--- src/rtl/snake_pkg.sv ---
// Shared types and defaults for the snake game sequencer.
// States, period width, BCD digit type and the score increment helper.
package snake_pkg;

  typedef enum logic [1:0] {
    IDLE  = 2'd0,
    CLEAR = 2'd1,
    RUN   = 2'd2,
    OVER  = 2'd3
  } game_state_t;

  localparam int PERIOD_W = 4;

  typedef logic [3:0] bcd_t;

  localparam int DEF_INIT_PERIOD     = 8;
  localparam int DEF_MIN_PERIOD      = 2;
  localparam int DEF_SPEEDUP_APPLES  = 4;
  localparam int DEF_DEBOUNCE_FRAMES = 3;
  localparam int DEF_CLEAR_FRAMES    = 2;

  // Two-digit BCD increment that saturates at 99.
  function automatic logic [7:0] bcd_inc(input logic [7:0] s);
    bcd_t tens;
    bcd_t ones;
    tens = s[7:4];
    ones = s[3:0];
    if (s == 8'h99)
      return s;
    if (ones == 4'd9)
      return {tens + 4'd1, 4'd0};
    return {tens, ones + 4'd1};
  endfunction

endpackage

--- src/rtl/snake_game_ctrl_debounce.sv ---
// Start button conditioning: 2-FF synchronizer, frame-sampled
// stability counter and a one-cycle press pulse on a debounced rise.
module btn_debounce
  import snake_pkg::*;
#(
  parameter int DEBOUNCE_FRAMES = DEF_DEBOUNCE_FRAMES
) (
  input  logic clk,
  input  logic rst_n,
  input  logic btn,
  input  logic frame_tick,
  output logic press
);

  localparam int CW = $clog2(DEBOUNCE_FRAMES + 1);

  logic [1:0]    sync;
  logic          level;
  logic [CW-1:0] cnt;

  // Bring the raw button into the clock domain.
  always_ff @(posedge clk or negedge rst_n) begin
    if (!rst_n)
      sync <= 2'b00;
    else
      sync <= {sync[0], btn};
  end

  // Accept a new level after enough consecutive differing samples.
  always_ff @(posedge clk or negedge rst_n) begin
    if (!rst_n) begin
      level <= 1'b0;
      cnt   <= '0;
      press <= 1'b0;
    end else begin
      press <= 1'b0;
      if (frame_tick) begin
        if (sync[1] == level) begin
          cnt <= '0;
        end else if (cnt == CW'(DEBOUNCE_FRAMES - 1)) begin
          level <= sync[1];
          cnt   <= '0;
          press <= sync[1];
        end else begin
          cnt <= cnt + CW'(1);
        end
      end
    end
  end

endmodule

--- src/rtl/snake_game_ctrl.sv ---
// Game sequencer: IDLE/CLEAR/RUN/OVER flow, movement tick,
// BCD score and score-driven speed-up.
module snake_game_ctrl
  import snake_pkg::*;
#(
  parameter int INIT_PERIOD     = DEF_INIT_PERIOD,
  parameter int MIN_PERIOD      = DEF_MIN_PERIOD,
  parameter int SPEEDUP_APPLES  = DEF_SPEEDUP_APPLES,
  parameter int DEBOUNCE_FRAMES = DEF_DEBOUNCE_FRAMES,
  parameter int CLEAR_FRAMES    = DEF_CLEAR_FRAMES
) (
  input  logic       VGA_clk,
  input  logic       rst_n,
  input  logic       start_btn,
  input  logic       frame_tick,
  input  logic       apple_eaten,
  input  logic       game_over,
  output logic       start,
  output logic       update,
  output logic [7:0] score_bcd,
  output logic [1:0] state_o
);

  localparam int AW =
    (SPEEDUP_APPLES > 1) ? $clog2(SPEEDUP_APPLES) : 1;
  localparam int CCW = $clog2(CLEAR_FRAMES + 1);

  game_state_t         state;
  logic [PERIOD_W-1:0] period;
  logic [PERIOD_W-1:0] frame_cnt;
  logic [AW-1:0]       apple_cnt;
  logic [CCW-1:0]      clear_cnt;
  logic                press;

  btn_debounce #(
    .DEBOUNCE_FRAMES(DEBOUNCE_FRAMES)
  ) u_btn (
    .clk       (VGA_clk),
    .rst_n     (rst_n),
    .btn       (start_btn),
    .frame_tick(frame_tick),
    .press     (press)
  );

  assign state_o = state;

  // Game flow, movement timing, score and speed in one register set.
  always_ff @(posedge VGA_clk or negedge rst_n) begin
    if (!rst_n) begin
      state     <= IDLE;
      start     <= 1'b0;
      update    <= 1'b0;
      score_bcd <= 8'h00;
      period    <= PERIOD_W'(INIT_PERIOD);
      frame_cnt <= '0;
      apple_cnt <= '0;
      clear_cnt <= '0;
    end else begin
      update <= 1'b0;
      unique case (state)
        IDLE: begin
          if (press) begin
            state     <= CLEAR;
            clear_cnt <= '0;
          end
        end
        CLEAR: begin
          score_bcd <= 8'h00;
          period    <= PERIOD_W'(INIT_PERIOD);
          frame_cnt <= '0;
          apple_cnt <= '0;
          if (frame_tick) begin
            if (clear_cnt == CCW'(CLEAR_FRAMES - 1)) begin
              state     <= RUN;
              start     <= 1'b1;
              clear_cnt <= '0;
            end else begin
              clear_cnt <= clear_cnt + CCW'(1);
            end
          end
        end
        RUN: begin
          if (frame_tick) begin
            if (frame_cnt >= period - PERIOD_W'(1)) begin
              frame_cnt <= '0;
              update    <= !game_over;
            end else begin
              frame_cnt <= frame_cnt + PERIOD_W'(1);
            end
          end
          if (apple_eaten) begin
            score_bcd <= bcd_inc(score_bcd);
            if (apple_cnt == AW'(SPEEDUP_APPLES - 1)) begin
              apple_cnt <= '0;
              if (period > PERIOD_W'(MIN_PERIOD))
                period <= period - PERIOD_W'(1);
            end else begin
              apple_cnt <= apple_cnt + AW'(1);
            end
          end
          if (game_over)
            state <= OVER;
        end
        OVER: begin
          if (press) begin
            state     <= CLEAR;
            start     <= 1'b0;
            clear_cnt <= '0;
          end
        end
      endcase
    end
  end

endmodule
--- config.mk ---
export PLATFORM = sky130hd
export DESIGN_NAME = snake_game_ctrl
export DESIGN_NICKNAME = d
export VERILOG_FILES = /design/src/rtl/snake_pkg.sv /design/src/rtl/snake_game_ctrl_debounce.sv /design/src/rtl/snake_game_ctrl.sv
export SDC_FILE = /design/constraint.sdc
export NUM_CORES = 1
export LEC_CHECK = 0
export CORE_MARGIN = 2
export CORE_UTILIZATION = 56
export CTS_BUF_LIST = sky130_fd_sc_hd__clkbuf_16
export DETAILED_ROUTE_END_ITERATION = 16
export PLACE_DENSITY = 0.9
export SYNTH_ARGS = -nofsm -noshare
export SYNTH_HDL_FRONTEND = slang
export SYNTH_SLANG_ARGS = --single-unit
--- constraint.sdc ---
create_clock -name VGA_clk -period 2.15 [get_ports VGA_clk]
set_clock_uncertainty 0.05 [all_clocks]
set_input_delay 0.5375 -clock VGA_clk [delete_from_list [all_inputs] [get_ports VGA_clk]]
set_output_delay 0.5375 -clock VGA_clk [all_outputs]
set_load 0.1 [all_outputs]
==> results.toml <==
[sta]
fin_tns_setup_ps = 0
worst_slew_pin_slew_ps = 392
slew_viol_final = 0
finalCriticalPeriod_ps = 2060
fmax_mhz = 486
relSlewSlack_pct = 73.9
worst_slack_ps = 93.7
setup_viol_count_final = 0
fin_crit_sh_pct = 95.6
hold_viol = 0

[place]
numPortBuffers = 17
dp_hpwl_um = 2550
routabilityCongestion = 0.781
pre_cts_slack_ps = 30.9
dp.cells = 244

[critical_path]
cp-start-kind = "flop"
regToRegStartpoint = "period[0]"
rrSetupSlack_ps = 90
cp.arrival_ps = 2180
crit_required_ps = 2270
crit_fanout = 4
worstSetupEndpointType = "flop"
r2r-end = "frame_cnt[2]"
critPathKind = "reg -> reg"
r2r_cells = 8

[route]
post-route-drc-count = 0
drt-initial-drc-count = 49
routed_wl_um = 3850
ant_nets = 0
vias = 1442
via_per_inst = 5.70
drtPass1Iterations = 4
wl_per_cell_um = 15.2

[yosys]
synthCells = 182
ys_warn_count = 0
synth_cell_types = 39
ys_ff_latch = 30
synthFlopType = "dfrtp_1"
syn_area_sq_um = 1760
async_reset_ff_share_pct = 100
synth_edf_count = 0
synth.avg_cell_area_sq_um = 9.68
syn_nets = 204
synth.yosys.seq_area_share_pct = 42.7

[die]
ios = 18
core-area_sq_um = 3030
fp.dieW_um = 60.1
die_h_um = 60.1
rows = 20
start_util_pct = 58.2
die-area_sq_um = 3610

[power]
ir_worst_vdd_mv = 1.03
p_per_area_nw_per_um2 = 1400
p_comb_share_pct = 52.7
p_switching_mw = 1.36
seq_power_share_pct = 27.4
leakagePower_nw = 1.04
p_int_mw = 1.83
sw_frac_of_total_pct = 42.7
clockPowerShare_pct = 19.9

[grt]
grt_max_degree = 31
grt_first_pass_wirelength_um = 6440
grt-busiest-layer = "met2"
met2_usage_pct = 39.4
use_met3_pct = 7.79
grt_antenna_before_repair = 0
grt.total_usage_pct = 24.7
grt.overflow.total = 0
grtUsageMet1_pct = 29.4
first_global_vias = 1422

[clocking]
cts_buffer_depth = 2
clk_pin_slew_worst_paths_ps = 50
ctsHoldBuffers = 0
clk_latency_ps = 270
root_buffer = "clkbuf_16"
cts_sinks = 30
cts-buffers-inserted = 5
cts_tree = "yes"
htree_levels = 2

[cells_and_area]
area_growth_pct = 29.6
final_cell_mix = "dfrtp_1, nand2_1, o21ai_0"
layout-drive-gt1-share_pct = 18.7
final_common_cell = "dfrtp_1"
n_antenna_cell = 0
instances_no_fill = 253
multiInputGateArea_sq_um = 986
ff_latch_area_sq_um = 756
fillers = 200
num-nets-final = 230

[hold_path]
min_from = "u_btn.sync[0]"
hp-class = "reg -> reg"
min_delay_path_depth = 0
min_to = "u_btn.sync[1]"

[status]
outcome = "finished clean"

[flow_run]
drv_cap = 0
## through the flow
stage	instance area, sq um	utilization, %	hold slack, ps	power [mW]
final	2280	75.4	312	3.19
after global routing	2280	75.4	321	3.40
after CTS	2240	73.8	312	3.08
after detailed placement	2090	69.1	292	2.39
after global placement	2090	69.1	286	2.33
after floorplan	1770	-	192	1.97
## cell type report
cell class,instances,share of cell area (%)
flip-flops and latches,30,33.1
repair buffers,24,13.4
well taps,44,2.41
clock buffers,5,5.48
inverters,12,1.97
multi-input cells,135,43.2
clock inverters,3,0.493
## kinds of logic (layout without fill, tap and decap cells)
family,Yosys count,after routing,share of synthesized area (%)
mux,11,11,6.32
simple gates,65,65,18.9
buf+inv,17,44,3.98
xor+xnor,3,3,1.49
flops,30,30,42.7
compound gates,40,40,15.3
fa+ha+maj,16,16,11.4
## power groups by stage
| stage | combinational (mW) | clock [mW] | sequential [mW] |
|---|---|---|---|
| 5_1_grt | 1.84 | 0.667 | 0.897 |
| 4_1_cts | 1.56 | 0.646 | 0.871 |
| 3_5_place_dp | 1.51 | 0 | 0.876 |
| 2_1_floorplan | 0.897 | 0 | 1.07 |
| 3_3_place_gp | 1.46 | 0 | 0.865 |
| 6_report | 1.68 | 0.636 | 0.872 |
## flip-flops by register name, indices dropped and copies added, names as in the netlist
register / count
u_btn.sync: 2
u_btn.press: 1
score_bcd: 8
state_o: 2
u_btn.level: 1
start: 1
u_btn.cnt: 2
apple_cnt: 2
update: 1
frame_cnt: 4
clear_cnt: 2
period: 4
## repair_timing
item	CTS	global route
resized for setup	2	8
pin swaps	1	3
setup endpoints to repair	1	3
buffers inserted	0	1
## per-layer routing
| layer | vias to the layer above | part of all wire (%) |
|---|---|---|
| met1 | 705 | 40 |
| met3 | 16 | 3.5 |
| met2 | 29 | 53 |
| met5 | - | 0 |
| met4 | 0 | 3.4 |
| li1 | 692 | - |
## worst max path at each step
stage / to / slack, ps / startpoint
after floorplan: score_bcd[4] / 70 / state_o[1]
after global placement: frame_cnt[2] / 130 / period[0]
after detailed placement: frame_cnt[2] / 30 / period[0]
after CTS: frame_cnt[2] / 50 / period[1]
after global routing: frame_cnt[2] / -10 / period[0]
final: frame_cnt[2] / 90 / period[0]
## worst max-delay path: stages (launching register included)
cell	delay, ps
dfrtp_1	410
inv_2	80
ha_4	160
nand2b_4	140
and2_4	170
ha_4	160
a2111oi_4	380
o21bai_2	130
o311ai_1	280
## cell usage after synthesis (2+ instances only)
cell      number  area, sq um
a21oi_1        6         30.0
a221oi_1       2         17.5
a22o_1         2         17.5
and2_1         4         25.0
buf_2          5         25.0
dfrtp_1       29          726
ha_1          16          200
inv_1         11         41.3
mux2i_1       10          100
nand2_1       22         82.6
nand2b_1       4         25.0
nand3_1        6         30.0
nand3b_1       3         22.5
nor2_1        10         37.5
nor2b_1        5         31.3
nor3_1         3         15.0
nor3b_1        2         15.0
o21ai_0       19         95.1
o22ai_1        2         12.5
xor2_1         2         17.5
No activity file was read; power rests on OpenSTA's default activity.
